===== src/rtl/median_pkg.sv =====
// Shared types and constants for the 3x3 median window scheduler.
// Imported by the scheduler top.
package median_pkg;

    typedef enum logic [1:0] {
        IDLE,
        LOAD,
        WAIT,
        OUT
    } sched_state_t;

    localparam int BURST_LEN   = 9;
    localparam int BURST_CNT_W = 4;

endpackage


===== src/rtl/median_line_buf.sv =====
// One-line pixel buffer: single address per cycle, read returns the
// contents from before a same-cycle write.
module median_line_buf #(
    parameter int WIDTH  = 8,
    parameter int DEPTH  = 16,
    parameter int ADDR_W = (DEPTH > 1) ? $clog2(DEPTH) : 1
) (
    input  logic              CLK,
    input  logic              wr_en,
    input  logic [ADDR_W-1:0] addr,
    input  logic [WIDTH-1:0]  wr_data,
    output logic [WIDTH-1:0]  rd_data
);

    logic [WIDTH-1:0] mem_q [DEPTH];

    assign rd_data = mem_q[addr];

    // Contents are never reset; the row counter guards against stale lines.
    always_ff @(posedge CLK) begin
        if (wr_en) begin
            mem_q[addr] <= wr_data;
        end
    end

endmodule


===== src/rtl/median_window_sched.sv =====
// Raster scheduler: keeps two line buffers and a 3x3 window, bursts each
// interior window to the median engine and presents the result on a
// valid/ready output.
module median_window_sched
    import median_pkg::*;
#(
    parameter int WIDTH = 8,
    parameter int IMG_W = 16,
    parameter int IMG_H = 16
) (
    input  logic             CLK,
    input  logic             nRST,
    input  logic [WIDTH-1:0] IN_DATA,
    input  logic             IN_VALID,
    output logic             IN_READY,
    output logic [WIDTH-1:0] OUT_DATA,
    output logic             OUT_VALID,
    input  logic             OUT_READY,
    output logic             OUT_LAST,
    output logic [WIDTH-1:0] M_DI,
    output logic             M_DSI,
    input  logic [WIDTH-1:0] M_DO,
    input  logic             M_DSO
);

    localparam int CW = $clog2(IMG_W);
    localparam int RW = $clog2(IMG_H);

    localparam logic [CW-1:0] COL_MAX = CW'(IMG_W - 1);
    localparam logic [RW-1:0] ROW_MAX = RW'(IMG_H - 1);
    localparam logic [CW-1:0] COL_MIN = CW'(2);
    localparam logic [RW-1:0] ROW_MIN = RW'(2);

    localparam logic [BURST_CNT_W-1:0] K_LAST =
        BURST_CNT_W'(BURST_LEN - 1);

    sched_state_t state_q;
    sched_state_t state_d;

    logic [CW-1:0]          col_q;
    logic [CW-1:0]          col_d;
    logic [RW-1:0]          row_q;
    logic [RW-1:0]          row_d;
    logic [BURST_CNT_W-1:0] k_q;
    logic [BURST_CNT_W-1:0] k_d;

    // Window stored row-major, oldest row first, left column first.
    logic [WIDTH-1:0] win_q [BURST_LEN];
    logic [WIDTH-1:0] win_d [BURST_LEN];

    logic [WIDTH-1:0] out_data_q;
    logic [WIDTH-1:0] out_data_d;
    logic             out_last_q;
    logic             out_last_d;
    logic             last_pend_q;
    logic             last_pend_d;

    logic             accept;
    logic             interior;
    logic             col_wrap;
    logic             row_wrap;
    logic             burst_end;
    logic [WIDTH-1:0] lb_a_rd;
    logic [WIDTH-1:0] lb_b_rd;

    assign accept    = (state_q == IDLE) && IN_VALID;
    assign col_wrap  = (col_q == COL_MAX);
    assign row_wrap  = (row_q == ROW_MAX);
    assign interior  = (row_q >= ROW_MIN) && (col_q >= COL_MIN);
    assign burst_end = (k_q == K_LAST);

    median_line_buf #(
        .WIDTH (WIDTH),
        .DEPTH (IMG_W)
    ) lb_a (
        .CLK     (CLK),
        .wr_en   (accept),
        .addr    (col_q),
        .wr_data (IN_DATA),
        .rd_data (lb_a_rd)
    );

    median_line_buf #(
        .WIDTH (WIDTH),
        .DEPTH (IMG_W)
    ) lb_b (
        .CLK     (CLK),
        .wr_en   (accept),
        .addr    (col_q),
        .wr_data (lb_a_rd),
        .rd_data (lb_b_rd)
    );

    always_ff @(posedge CLK) begin
        if (!nRST) begin
            state_q <= IDLE;
        end else begin
            state_q <= state_d;
        end
    end

    always_comb begin
        state_d = state_q;
        unique case (state_q)
            IDLE: begin
                if (accept && interior) begin
                    state_d = LOAD;
                end
            end
            LOAD: begin
                if (burst_end) begin
                    state_d = WAIT;
                end
            end
            WAIT: begin
                if (M_DSO) begin
                    state_d = OUT;
                end
            end
            OUT: begin
                if (OUT_READY) begin
                    state_d = IDLE;
                end
            end
            default: state_d = IDLE;
        endcase
    end

    always_comb begin
        col_d       = col_q;
        row_d       = row_q;
        k_d         = k_q;
        win_d       = win_q;
        out_data_d  = out_data_q;
        out_last_d  = out_last_q;
        last_pend_d = last_pend_q;

        if (accept) begin
            col_d = col_wrap ? '0 : col_q + 1'b1;
            if (col_wrap) begin
                row_d = row_wrap ? '0 : row_q + 1'b1;
            end
            for (int i = 0; i < 3; i++) begin
                win_d[3*i]   = win_q[3*i+1];
                win_d[3*i+1] = win_q[3*i+2];
            end
            win_d[2]    = lb_b_rd;
            win_d[5]    = lb_a_rd;
            win_d[8]    = IN_DATA;
            last_pend_d = row_wrap && col_wrap;
        end

        if (state_q == LOAD) begin
            k_d = burst_end ? '0 : k_q + 1'b1;
        end

        // M_DSO only matters while a burst result is outstanding.
        if ((state_q == WAIT) && M_DSO) begin
            out_data_d = M_DO;
            out_last_d = last_pend_q;
        end
    end

    always_ff @(posedge CLK) begin
        if (!nRST) begin
            col_q       <= '0;
            row_q       <= '0;
            k_q         <= '0;
            out_data_q  <= '0;
            out_last_q  <= 1'b0;
            last_pend_q <= 1'b0;
        end else begin
            col_q       <= col_d;
            row_q       <= row_d;
            k_q         <= k_d;
            out_data_q  <= out_data_d;
            out_last_q  <= out_last_d;
            last_pend_q <= last_pend_d;
        end
    end

    always_ff @(posedge CLK) begin
        win_q <= win_d;
    end

    always_comb begin
        IN_READY  = (state_q == IDLE);
        M_DSI     = (state_q == LOAD);
        OUT_VALID = (state_q == OUT);
        M_DI      = '0;
        if (state_q == LOAD) begin
            M_DI = win_q[k_q];
        end
    end

    assign OUT_DATA = out_data_q;
    assign OUT_LAST = out_last_q;

endmodule


===== config.mk =====
export PLATFORM = sky130hd
export DESIGN_NAME = median_window_sched
export DESIGN_NICKNAME = d
export VERILOG_FILES = /design/src/rtl/median_pkg.sv /design/src/rtl/median_line_buf.sv /design/src/rtl/median_window_sched.sv
export SDC_FILE = /design/constraint.sdc
export NUM_CORES = 1
export LEC_CHECK = 0
export CAP_MARGIN = 20
export CORE_ASPECT_RATIO = 0.7
export CORE_MARGIN = 2
export CORE_UTILIZATION = 61
export CTS_BUF_LIST = sky130_fd_sc_hd__clkbuf_8
export DETAILED_ROUTE_END_ITERATION = 10
export PLACE_DENSITY = 0.86
export SYNTH_ARGS = -nofsm -noshare
export SYNTH_HDL_FRONTEND = slang
export SYNTH_SLANG_ARGS = --single-unit

===== constraint.sdc =====
create_clock -name CLK -period 7.4 [get_ports CLK]
set_input_delay 1.48 -clock CLK [delete_from_list [all_inputs] [get_ports CLK]]
set_output_delay 1.48 -clock CLK [all_outputs]
set_load 0.005 [all_outputs]

# --- Yosys cells after proc, flatten, opt, wreduce, memory -nomap -nowiden ---
# Memories as Yosys holds them, arrays and structs flattened. A register that Yosys moved wholly into a read port is not among the register bits.
# Cells that the tools add are included.
# Widths: inputs -> output; s select.
totals:
  reg_bits: 88
  mem_bits_rw: 256
  inputBits: 21
  output_inout_bits: 20
  word_cells: 58
  mem_count: 2
mem_list:
  columns: ["memory", "depth", "width", "rd", "rd_ports_with_merged_regs", "write_ports", "line_no", "rtl"]
  rows:
  - ["lb_a.mem_q", 16, 8, 1, 1, 1, "median_line_buf.sv:15", "logic [WIDTH-1:0] mem_q [DEPTH];"]
  - ["lb_b.mem_q", 16, 8, 1, 1, 1, "median_line_buf.sv:15", null]
classes:
  addsub: 3
  magnitude_cmp: 3
  eq_ne: 10
  n_mux: 16
  bitwise_logic: 1
  n_reduce_logical: 8
op_table:
  columns: ["op", "count"]
  rows:
  - ["$bmux 8 s4", 1]
  - ["$mux 8", 3]
  - ["$mux 4", 5]
  - ["$add 4x1->4 const B", 3]
  - ["$eq 4x4->1 const B", 3]
  - ["$ge 4x2->1 const B", 2]
  - ["$mux 2", 4]
  - ["$pmux 2 s4", 1]
  - ["$ne 2x1->1 const B", 3]
  - ["$ge 5x5->1 const B", 1]
  - ["$logic_and 1x1->1", 5]
  - ["$not 4->5", 1]
  - ["$eq 2x2->1 const B", 2]
  - ["$reduce_and 4->1", 1]
  - ["$eq 2x1->1 const B", 1]
  - ["$logic_not 2->1", 1]
  - ["$mux 1", 2]
  - ["$ne 2x2->1 const B", 1]
  - ["$reduce_and 2->1", 1]

# --- Logic depth before layout (Yosys ltp) ---
# Gate-level depths: netlist of run 1.
depth:
  depth_word: 5
  depth_mapped: 8
  depth_no_buf: 6

# --- Hierarchy ---
# Synthesis of run 1 repeated with hierarchy kept, for this count alone.
hier_totals:
  hier_cells: 749
  hier_area_um2: 13950.9
modules_own_cells:
  columns: ["mod", "n_inst", "cells_per_inst", "area_each_um2", "seq_area_each_um2"]
  rows:
  - ["median_line_buf", 2, 222, 4907.2, 3843.7]
  - ["median_window_sched", 1, 305, 4136.5, 2642.5]

# --- Least setup slack after synthesis of run 1 ---
# No wires, ideal clock.
synth_timing:
  path_type: "in2reg"
  start: "input port IN_VALID"
  end: "memory lb_a.mem_q[0][0], enable pin"
  setup_time_ps: 409
  t_arrival_ps: 5373
  t_required_ps: 6991
  slack_ps: 1618
  stages: 4
  path_buffers: 1
  cell_sequence: "and2_1 > clkbuf_1 > nand2_1 > nor3_1"
synth_via:
  elab_chain_cells: 3
synth_rtl:
  columns: ["item", "line_no", "rtl"]
  rows:
  - ["from (decl)", "median_window_sched.sv:14", "input logic IN_VALID,"]
  - ["$logic_and 1x1->1", "median_window_sched.sv:66", "assign accept = (state_q == IDLE) && IN_VALID;"]
  - ["named net accept", "median_window_sched.sv:58", "logic accept;"]
  - ["$mux 1", "median_line_buf.sv:21", "if (wr_en) begin"]
  - ["$mux 1 (implied by the code)", "median_line_buf.sv:22", "mem_q[addr] <= wr_data;"]
  - ["to (decl)", "median_line_buf.sv:15", null]
# The timed path passes the listed nets, and every way through them passes these cells.

# --- Final worst setup path of run 1 ---
layout_timing:
  start: "register k_q[0]"
  end: "output port M_DI[5]"
layout_via:
  elab_chain_cells: 5
layout_rtl:
  columns: ["item", "line_no", "rtl"]
  rows:
  - ["from (decl)", "median_window_sched.sv:44", "logic [BURST_CNT_W-1:0] k_q;"]
  - ["from (signal assigned)", "median_window_sched.sv:175", "k_q <= k_d;"]
  - ["$not 4->5 (implied by the code)", "median_window_sched.sv:192", "M_DI = win_q[k_q];"]
  - ["$bmux 8 s4", "median_window_sched.sv:192", null]
  - ["$mux 8 (implied by the code) (2 in a row)", "median_window_sched.sv:192", null]
  - ["$mux 8", "median_window_sched.sv:191", "if (state_q == LOAD) begin"]
  - ["to (decl)", "median_window_sched.sv:20", "output logic [WIDTH-1:0] M_DI,"]
# Every way passes these cells. The select of a mux whose other input is x is not followed.

==> impl_metrics.csv, run 1 <==
group,metric,value,unit
placed_design,postPlaceCellArea,14700,µm²
clock_network,cts_tree,"built",
global_routing,antenna_found_initial,1,
synthesis,syn_inst,681,
timing,rsz0062_at_grt,"false",
finish,final_util,69.2,%
synthesis,yosys.area.top_type_share,71.0,%
synthesis,yosysTopAreaCell,"edfxtp_1",
clock_network,cts.htree.levels,2,
setup_path,crit_path_start_kind,"flip-flop",
timing,max_freq,0.225,GHz
timing,worst_slew_pin_slew,1.05,ns
timing,setup_ws,2.95,ns
routing,vias_per_cell,6.37,
routing,drcViolationCount,0,
synthesis,avgSynthCellArea,20.4,µm²
power_and_ir_drop,total_power,3.98,mW
placed_design,place_congestion,0.821,
finish,fin_area,15600,µm²
synthesis,ys_seq_elements,356,
routing,firstDrtPassIters,6,
timing,finClkSkew,0.0508,ns
power_and_ir_drop,power_leakage,4.92,nW
run,maxCapViolations,0,
setup_path,critPathCaptureType,"output pin",
timing,slew_viol_final,0,
setup_path,cp.required,5.92,ns
timing,max-slew-margin-rel,29.7,%
placed_design,pre_cts_ws,3.09,ns
synthesis,synth_area_leaders,"edfxtp_1 (71%), mux4_2 (11%), dfxtp_1 (4.0%)",
placed_design,place.port_buffers,40,
setup_path,crit_type,"reg2out",
outcome,status,"completed",
timing,fin_setup_tns,0,ns
routing,postRouteWirelength,29.7,mm
clock_network,cts.sinks,356,
finish,num-fill-cells,1270,
clock_network,cts-root-buf,"clkbuf_8",
routing,num_vias,7057,
finish,stdcell_count,1107,
finish,nNetsFinal,789,
clock_network,path_clk_slew,0.07,ns
clock_network,cts_hold_buf,0,
global_routing,grt_usage,25.2,%
global_routing,grt_pass1_wl,42.8,mm
floorplan,dieHeight,130,µm
routing,wl_per_cell,26.8,µm
finish,drive_above_1_share,21.3,%
clock_network,post_cts_buffers,0,
finish,area_delta_synth_final,12.2,%
floorplan,die_x,184,µm
floorplan,coreArea,22500,µm²
global_routing,overflow,0,
power_and_ir_drop,ir_worst_vdd,0.232,mV
worst_hold_path,hold_path.class,"reg2reg",
timing,hold_violations,0,
power_and_ir_drop,p_per_area,256,nW/µm²
routing,initialDrtViolationCount,1030,
synthesis,yosysUniqueCellTypes,39,
setup_path,worst_ep_arrival_time,2.97,ns
routing,ant_nets,0,
setup_path,crit_path_max_fanout,36,
clock_network,cts.repair.resized,0,
timing,min_period,4.45,ns
synthesis,ys_seq_area_share,75.0,%
synthesis,synth-main-ff-cell,"edfxtp_1",
timing,post-route-period-util,60.1,%
clock_network,cts_made_buffers,49,
synthesis,async_reset_ff_share,0,%
floorplan,start_util,61.7,%
clock_network,clkLatencyLatePin,0.58,ns
synthesis,synth_edf_count,328,
global_routing,grt_pass1_vias,6837,
synthesis,synth_nets,715,
timing,finalSetupViolCount,0,
synthesis,synthesis.area,13900,µm²
timing,whs,0.421,ns
placed_design,hpwlAfterDp,18.7,mm
floorplan,rows,46,
synthesis,synth_warnings,0,
floorplan,io_pins,41,
floorplan,die_area,24000,µm²
clock_network,clockBufferDepth,3,
global_routing,grt_max_degree,80,
placed_design,placedCellCount,1016,
-- final timing paths --
| check | endpoint | cells past startpoint | slack, ns | start |
|---|---|---|---|---|
| max | M_DI[5] | 5 | 2.95 | k_q[0]$_SDFFE_PN0P_ |
| min | win_q[67]$_DFFE_PP_ | 0 | 0.42 | win_q[59]$_DFFE_PP_ |
| max reg2reg | lb_b.mem_q[2][1]$_DFFE_PP_ | 6 | 4.26 | state_q[0]$_SDFFE_PN0P_ |
| min reg2reg | win_q[67]$_DFFE_PP_ | 0 | 0.42 | win_q[59]$_DFFE_PP_ |
-- synth_stat cells (all sizes together), types with 4 or more instances --
library cell,number
nand2b,4
nand2,26
inv,10
a32o,8
dfxtp,28
mux4,80
nor3,6
nor2,23
clkbuf,16
ha,13
nand3,23
a21oi,15
buf,23
o211ai,9
o21ai,6
a32oi,8
mux2,9
mux2i,26
edfxtp,328
-- power breakdown --
part           switching (mW)  internal (mW)  total (mW)
clock network           0.707          0.683        1.39
logic                   0.166          0.105       0.271
registers              0.0284           2.29        2.32
total                   0.901           3.08        3.98
-- routing by layer --
metal	track usage, %	up-vias	part of all wire (%)
met1	36.7	3626	39
li1	-	2969	-
met2	39.9	415	49
met5	0	-	0.044
met3	6.06	45	11
met4	5.32	2	1.5
-- critical path, stage by stage (launching register included) --
cell	delay [ns]
dfxtp_2	0.98
mux2_2	0.43
nand3_1	0.11
o211ai_1	0.13
a32o_1	0.28
clkdlybuf4s50_1	0.46
-- flip-flops by register name, summed over array words and instances, names as in the netlist, 2 cells and up, named ones only --
register / count
OUT_DATA: 8
col_q: 4
k_q: 4
lb_a.mem_q: 128
lb_b.mem_q: 128
row_q: 4
state_q: 2
win_q: 72
-- cell type report --
type / count / area, µm² / area share, %
Clock inverter: 34 / 151 / 0.972
Inverter: 10 / 37.5 / 0.241
Tap cell: 312 / 390 / 2.51
Timing Repair Buffer: 62 / 577 / 3.70
Clock buffer: 55 / 757 / 4.86
Sequential cell: 356 / 10400 / 66.9
Antenna cell: 2 / 5.00 / 0.0321
Multi-Input combinational cell: 276 / 3240 / 20.8
-- cells by family after synthesis --
logic type,count (synthesis),share of synthesized area [%]
AO/OA/AOI/OAI,54,2.80
XOR/XNOR,4,0.253
adder cells (fa/ha/maj),13,1.17
buffers and inverters,49,1.81
flip-flops,356,75.0
multiplexers,115,16.0
AND/OR/NAND/NOR,90,2.94
-- placed cells by master, fill, tap and decap left out, drive strengths merged, types with 9 or more instances in the layout --
master	n
buf	22
clkdlybuf4s50	40
ha	13
nand3	23
mux2	9
mux2i	26
mux4	80
edfxtp	328
nor2	23
clkinv	10
dfxtp	28
inv	33
nand2	26
clkbuf	55
o211ai	9
a21oi	15
No activity file was read; power rests on OpenSTA's default activity.
==> inputs of run 2 (changes only) <==
==> constraint.sdc (replaced) <==
create_clock -name CLK -period 4.2 [get_ports CLK]
set_input_delay 0.84 -clock CLK [delete_from_list [all_inputs] [get_ports CLK]]
set_output_delay 0.84 -clock CLK [all_outputs]
set_load 0.005 [all_outputs]
==> impl_metrics.csv, run 2 (synthesis results as in run 1) <==
group,metric,value,unit
power_and_ir_drop,ir_worst_vdd,0.357,mV
clock_network,cts_hold_buf,0,
placed_design,pre_cts_ws,1.08,ns
finish,fin_area,15500,µm²
finish,num-fill-cells,1304,
setup_path,crit_chain,"buf_4 > nor2_1 > and4_1 > a32o_1 > clkdlybuf4s50_1",
routing,ant_nets,0,
setup_path,startpoint,"k_q[1]$_SDFFE_PN0P_",
power_and_ir_drop,power_leakage,4.91,nW
setup_path,crit_path_start_kind,"flip-flop",
timing,hold_violations,0,
finish,reg.largest.list,"lb_a.mem_q (128), lb_b.mem_q (128), win_q (72)",
setup_path,cp.required,3.36,ns
clock_network,cts.sinks,356,
floorplan,coreArea,22500,µm²
routing,vias_per_cell,6.46,
timing,max-slew-margin-rel,31.7,%
timing,post-route-period-util,90.7,%
finish,layout.cells.most_common_list,"edfxtp_1 (328), mux4_2 (65), clkbuf_8 (52), clkdlybuf4s50_1 (40), buf_4 (28)",
setup_path,crit_path_max_fanout,29,
timing,worst_slew_pin_slew,1.02,ns
setup_path,crit_type,"reg2out",
global_routing,grt_pass1_vias,6893,
setup_path,critPathCaptureType,"output pin",
routing,initialDrtViolationCount,968,
global_routing,overflow,0,
floorplan,start_util,61.7,%
worst_hold_path,hold_path.class,"reg2reg",
clock_network,path_clk_slew,0.07,ns
timing,fin_setup_tns,0,ns
timing,min_period,3.81,ns
routing,postRouteWirelength,29.3,mm
finish,multi_input_area,3240,µm²
finish,layout_commonest_cell,"edfxtp_1",
global_routing,grt_max_degree,77,
global_routing,grt_usage,25.2,%
floorplan,dieHeight,130,µm
setup_path,cpPeakStageDelay,0.59,ns
floorplan,rows,46,
setup_path,worst_ep_arrival_time,2.97,ns
routing,wl_per_cell,26.6,µm
placed_design,place.port_buffers,40,
outcome,status,"completed",
routing,drcViolationCount,0,
finish,area.sequential,10400,µm²
routing,firstDrtPassIters,5,
timing,finClkSkew,0.0295,ns
clock_network,clockBufferDepth,3,
routing,num_vias,7137,
clock_network,cts_made_buffers,48,
timing,finalSetupViolCount,0,
clock_network,cts_tree,"built",
finish,diodes,0,
floorplan,io_pins,41,
finish,nNetsFinal,794,
setup_path,slowest_stage,"nor2_1",
finish,area_delta_synth_final,12.0,%
placed_design,postPlaceCellArea,14700,µm²
finish,drive_above_1_share,21.8,%
timing,setup_ws,0.390,ns
timing,rsz0062_at_grt,"false",
clock_network,post_cts_buffers,0,
timing,slew_viol_final,0,
floorplan,die_area,24000,µm²
clock_network,cts.htree.levels,2,
timing,max_freq,0.262,GHz
clock_network,cts.repair.resized,0,
placed_design,place_congestion,0.939,
worst_hold_path,hp-start,"win_q[35]$_DFFE_PP_",
power_and_ir_drop,p_per_area,442,nW/µm²
floorplan,die_x,184,µm
clock_network,cts-root-buf,"clkbuf_8",
run,maxCapViolations,0,
placed_design,hpwlAfterDp,18.4,mm
global_routing,grt_pass1_wl,42.9,mm
clock_network,clkLatencyLatePin,0.59,ns
global_routing,antenna_found_initial,0,
==> run 2: changes by cell type in the layout (fill, tap and decap cells not counted), sizes merged <==
| cell | previous run | this run |
|---|---|---|
| buf | 22 | 28 |
| clkbuf | 55 | 52 |
| clkinv | 10 | 12 |
| clkinvlp | 1 | 0 |
| diode | 2 | 0 |
| inv | 33 | 28 |
==> run 2: final timing paths <==
path                                  to  slack (ns)  cells after the start
max                              M_DI[3]        0.39                      5
min                  win_q[43]$_DFFE_PP_        0.45                      0
max reg2reg  lb_b.mem_q[11][2]$_DFFE_PP_        1.32                      3
min reg2reg          win_q[43]$_DFFE_PP_        0.45                      0
==> run 2: critical path, delay by kind of cell (launching register included) <==
family / cells / cell delay (ns)
AND/OR/NAND/NOR: 2 / 1.13
buffers and inverters: 2 / 0.74
flip-flops: 1 / 0.30
AO/OA/AOI/OAI: 1 / 0.22
==> run 2: cell type report <==
cell class	instances	area share, %
timing repair buffer	68	3.93
clock buffer	52	4.61
multi-input combinational	276	20.9
sequential	356	67.0
clock inverter	30	0.821
tap	312	2.51
inverter	10	0.242
==> run 2: per-stage QoR <==
stage | util [%] | cells | power (mW) | hold slack [ns]
floorplan | - | 681 | 4.43 | 0.420
global placement | 65.3 | 1022 | 4.57 | 0.428
detailed placement | 65.3 | 1022 | 4.59 | 0.431
CTS | 69.0 | 1104 | 6.90 | 0.447
global route | 69.0 | 1104 | 7.09 | 0.458
finish | 69.0 | 1104 | 6.87 | 0.449
==> run 2: report_power, final <==
group	internal [mW]	switching (mW)
clock network	1.14	1.21
logic	0.183	0.228
registers	4.03	0.0753
total	5.35	1.52
==> run 2: metal layers <==
layer / vias up / routed length [µm] / GRT usage (%) / part of all wire, %
met5: - / 0 / 0 / 0
li1: 2971 / - / - / -
met2: 480 / 13900 / 38.8 / 47
met4: 0 / 821 / 8.75 / 2.8
met1: 3622 / 11100 / 35.9 / 38
met3: 64 / 3540 / 6.45 / 12
==> inputs of run 3 (changes only) <==
--- a/config.mk
+++ b/config.mk
@@ -12,6 +12,7 @@
 export CTS_BUF_LIST = sky130_fd_sc_hd__clkbuf_8
 export DETAILED_ROUTE_END_ITERATION = 10
 export PLACE_DENSITY = 0.86
+export RECOVER_POWER = 50
 export SYNTH_ARGS = -nofsm -noshare
 export SYNTH_HDL_FRONTEND = slang
 export SYNTH_SLANG_ARGS = --single-unit
==> impl_metrics.csv, run 3 (synthesis results as in run 1) <==
group,metric,value,unit
outcome,status,"complete, but fails checks",
outcome,violations,"capacitance limit, slew limit",
clock_network,cts_hold_buf,0,
timing,hold_violations,0,
timing,min_period,3.80,ns
setup_path,r2r_slack,1.16,ns
setup_path,crit_chain,"buf_4 > nor2_1 > and4_1 > a32o_1 > clkdlybuf4s50_1",
setup_path,cp_top_family,"simple AND/OR/NAND/NOR gates",
setup_path,crit_path_max_fanout,30,
routing,drcViolationCount,0,
finish,nNetsFinal,794,
timing,max_freq,0.263,GHz
worst_hold_path,hp-start,"win_q[35]$_DFFE_PP_",
setup_path,crit_type,"reg2out",
clock_network,path_clk_slew,0.07,ns
setup_path,timing.rr.end,"col_q[3]$_SDFFE_PN0P_",
finish,stdcell_count,1104,
finish,layout_commonest_cell,"edfxtp_1",
floorplan,die_area,24000,µm²
placed_design,place_congestion,0.939,
clock_network,cts_tree,"built",
worst_hold_path,hold_path.class,"reg2reg",
global_routing,grt_max_degree,77,
clock_network,clkLatencyLatePin,0.59,ns
global_routing,grt_pass1_wl,42.9,mm
floorplan,io_pins,41,
routing,initialDrtViolationCount,980,
power_and_ir_drop,p_per_area,443,nW/µm²
finish,area_delta_synth_final,11.6,%
finish,reg.largest.list,"lb_a.mem_q (128), lb_b.mem_q (128), win_q (72)",
global_routing,antenna_found_initial,0,
power_and_ir_drop,power_leakage,4.86,nW
placed_design,place.port_buffers,40,
finish,layout.cells.most_common_list,"edfxtp_1 (328), mux4_2 (65), clkbuf_8 (52), clkdlybuf4s50_1 (30), inv_1 (27)",
setup_path,cp.buffers_inverters,2,
setup_path,critPathCaptureType,"output pin",
routing,postRouteWirelength,29.3,mm
floorplan,rows,46,
finish,fin_area,15500,µm²
clock_network,cts.htree.levels,2,
setup_path,ff2ff_path_depth,7,
routing,wl_per_cell,26.5,µm
setup_path,crit_path_start_kind,"flip-flop",
placed_design,postPlaceCellArea,14700,µm²
global_routing,overflow,0,
worst_hold_path,holdPathEnd,"win_q[43]$_DFFE_PP_",
run,maxCapViolations,2,
timing,finalSetupViolCount,0,
setup_path,cpPeakStageDelay,0.59,ns
clock_network,post_cts_buffers,0,
clock_network,cts.sinks,356,
setup_path,slowest_stage,"nor2_1",
timing,finClkSkew,0.0315,ns
floorplan,coreArea,22500,µm²
routing,ant_nets,0,
floorplan,dieHeight,130,µm
clock_network,cts.repair.resized,0,
setup_path,worst_ep_arrival_time,2.96,ns
setup_path,cp.required,3.36,ns
finish,diodes,0,
floorplan,start_util,61.7,%
timing,worst_slew_pin_slew,1.84,ns
global_routing,grt_usage,25.2,%
clock_network,clockBufferDepth,3,
power_and_ir_drop,ir_worst_vdd,0.356,mV
global_routing,grt_pass1_vias,6893,
finish,final_util,68.8,%
timing,post-route-period-util,90.5,%
worst_hold_path,min_path_cells,0,
timing,max-slew-margin-rel,-22.9,%
floorplan,die_x,184,µm
routing,vias_per_cell,6.46,
placed_design,placedCellCount,1022,
timing,fin_setup_tns,0,ns
setup_path,cp.depth,5,
timing,slew_viol_final,77,
finish,drive_above_1_share,20.3,%
routing,num_vias,7132,
clock_network,cts_made_buffers,48,
routing,firstDrtPassIters,5,
clock_network,cts-root-buf,"clkbuf_8",
timing,rsz0062_at_grt,"false",
placed_design,hpwlAfterDp,18.4,mm
setup_path,r2r_start,"state_q[0]$_SDFFE_PN0P_",
==> run 3: cell count changes in the layout (fill, tap and decap cells not counted), moves of 3 or more <==
cell	before	now
nor3_2	4	1
clkbuf_1	0	7
nor3_1	2	5
buf_4	28	20
clkdlybuf4s50_1	40	30
dlygate4sd3_1	0	10
==> run 3: through the flow <==
stage | total power [mW] | hold slack, ns | worst slack, ns
floorplan | 4.43 | 0.420 | 0.352
global placement | 4.57 | 0.428 | 1.22
detailed placement | 4.59 | 0.431 | 1.08
CTS | 6.90 | 0.447 | 0.440
global route | 7.08 | 0.458 | 0.279
finish | 6.87 | 0.451 | 0.398
==> run 3: area by class of cell <==
| type | count | area (µm²) |
|---|---|---|
| Timing Repair Buffer | 68 | 582 |
| Clock buffer | 52 | 716 |
| Tap cell | 312 | 390 |
| Inverter | 10 | 37.5 |
| Multi-Input combinational cell | 276 | 3220 |
| Sequential cell | 356 | 10400 |
| Clock inverter | 30 | 128 |
| Fill cell | 1323 | 7020 |
==> run 3: routing by layer <==
metal | global-route usage, % | part of all wire (%)
met3 | 6.45 | 11
met4 | 8.75 | 2.8
met1 | 35.9 | 39
met2 | 38.8 | 48
met5 | 0 | 0
==> run 3: worst max path at each step <==
stage	from	to	slack, ns
after floorplan	IN_VALID	lb_a.mem_q[0][0]$_DFFE_PP_	0.35
after global placement	k_q[0]$_SDFFE_PN0P_	M_DI[3]	1.22
final	k_q[2]$_SDFFE_PN0P_	M_DI[3]	0.40
after detailed placement	k_q[1]$_SDFFE_PN0P_	M_DI[3]	1.08
after CTS	k_q[1]$_SDFFE_PN0P_	M_DI[3]	0.44
after global routing	state_q[1]$_SDFFE_PN0P_	M_DI[3]	0.28
==> run 3: report_power, final <==
part / internal (mW) / leakage [nW] / switching [mW]
clock network: 1.14 / 0.507 / 1.21
registers: 4.03 / 3.24 / 0.0752
logic: 0.180 / 1.11 / 0.228
total: 5.35 / 4.86 / 1.52
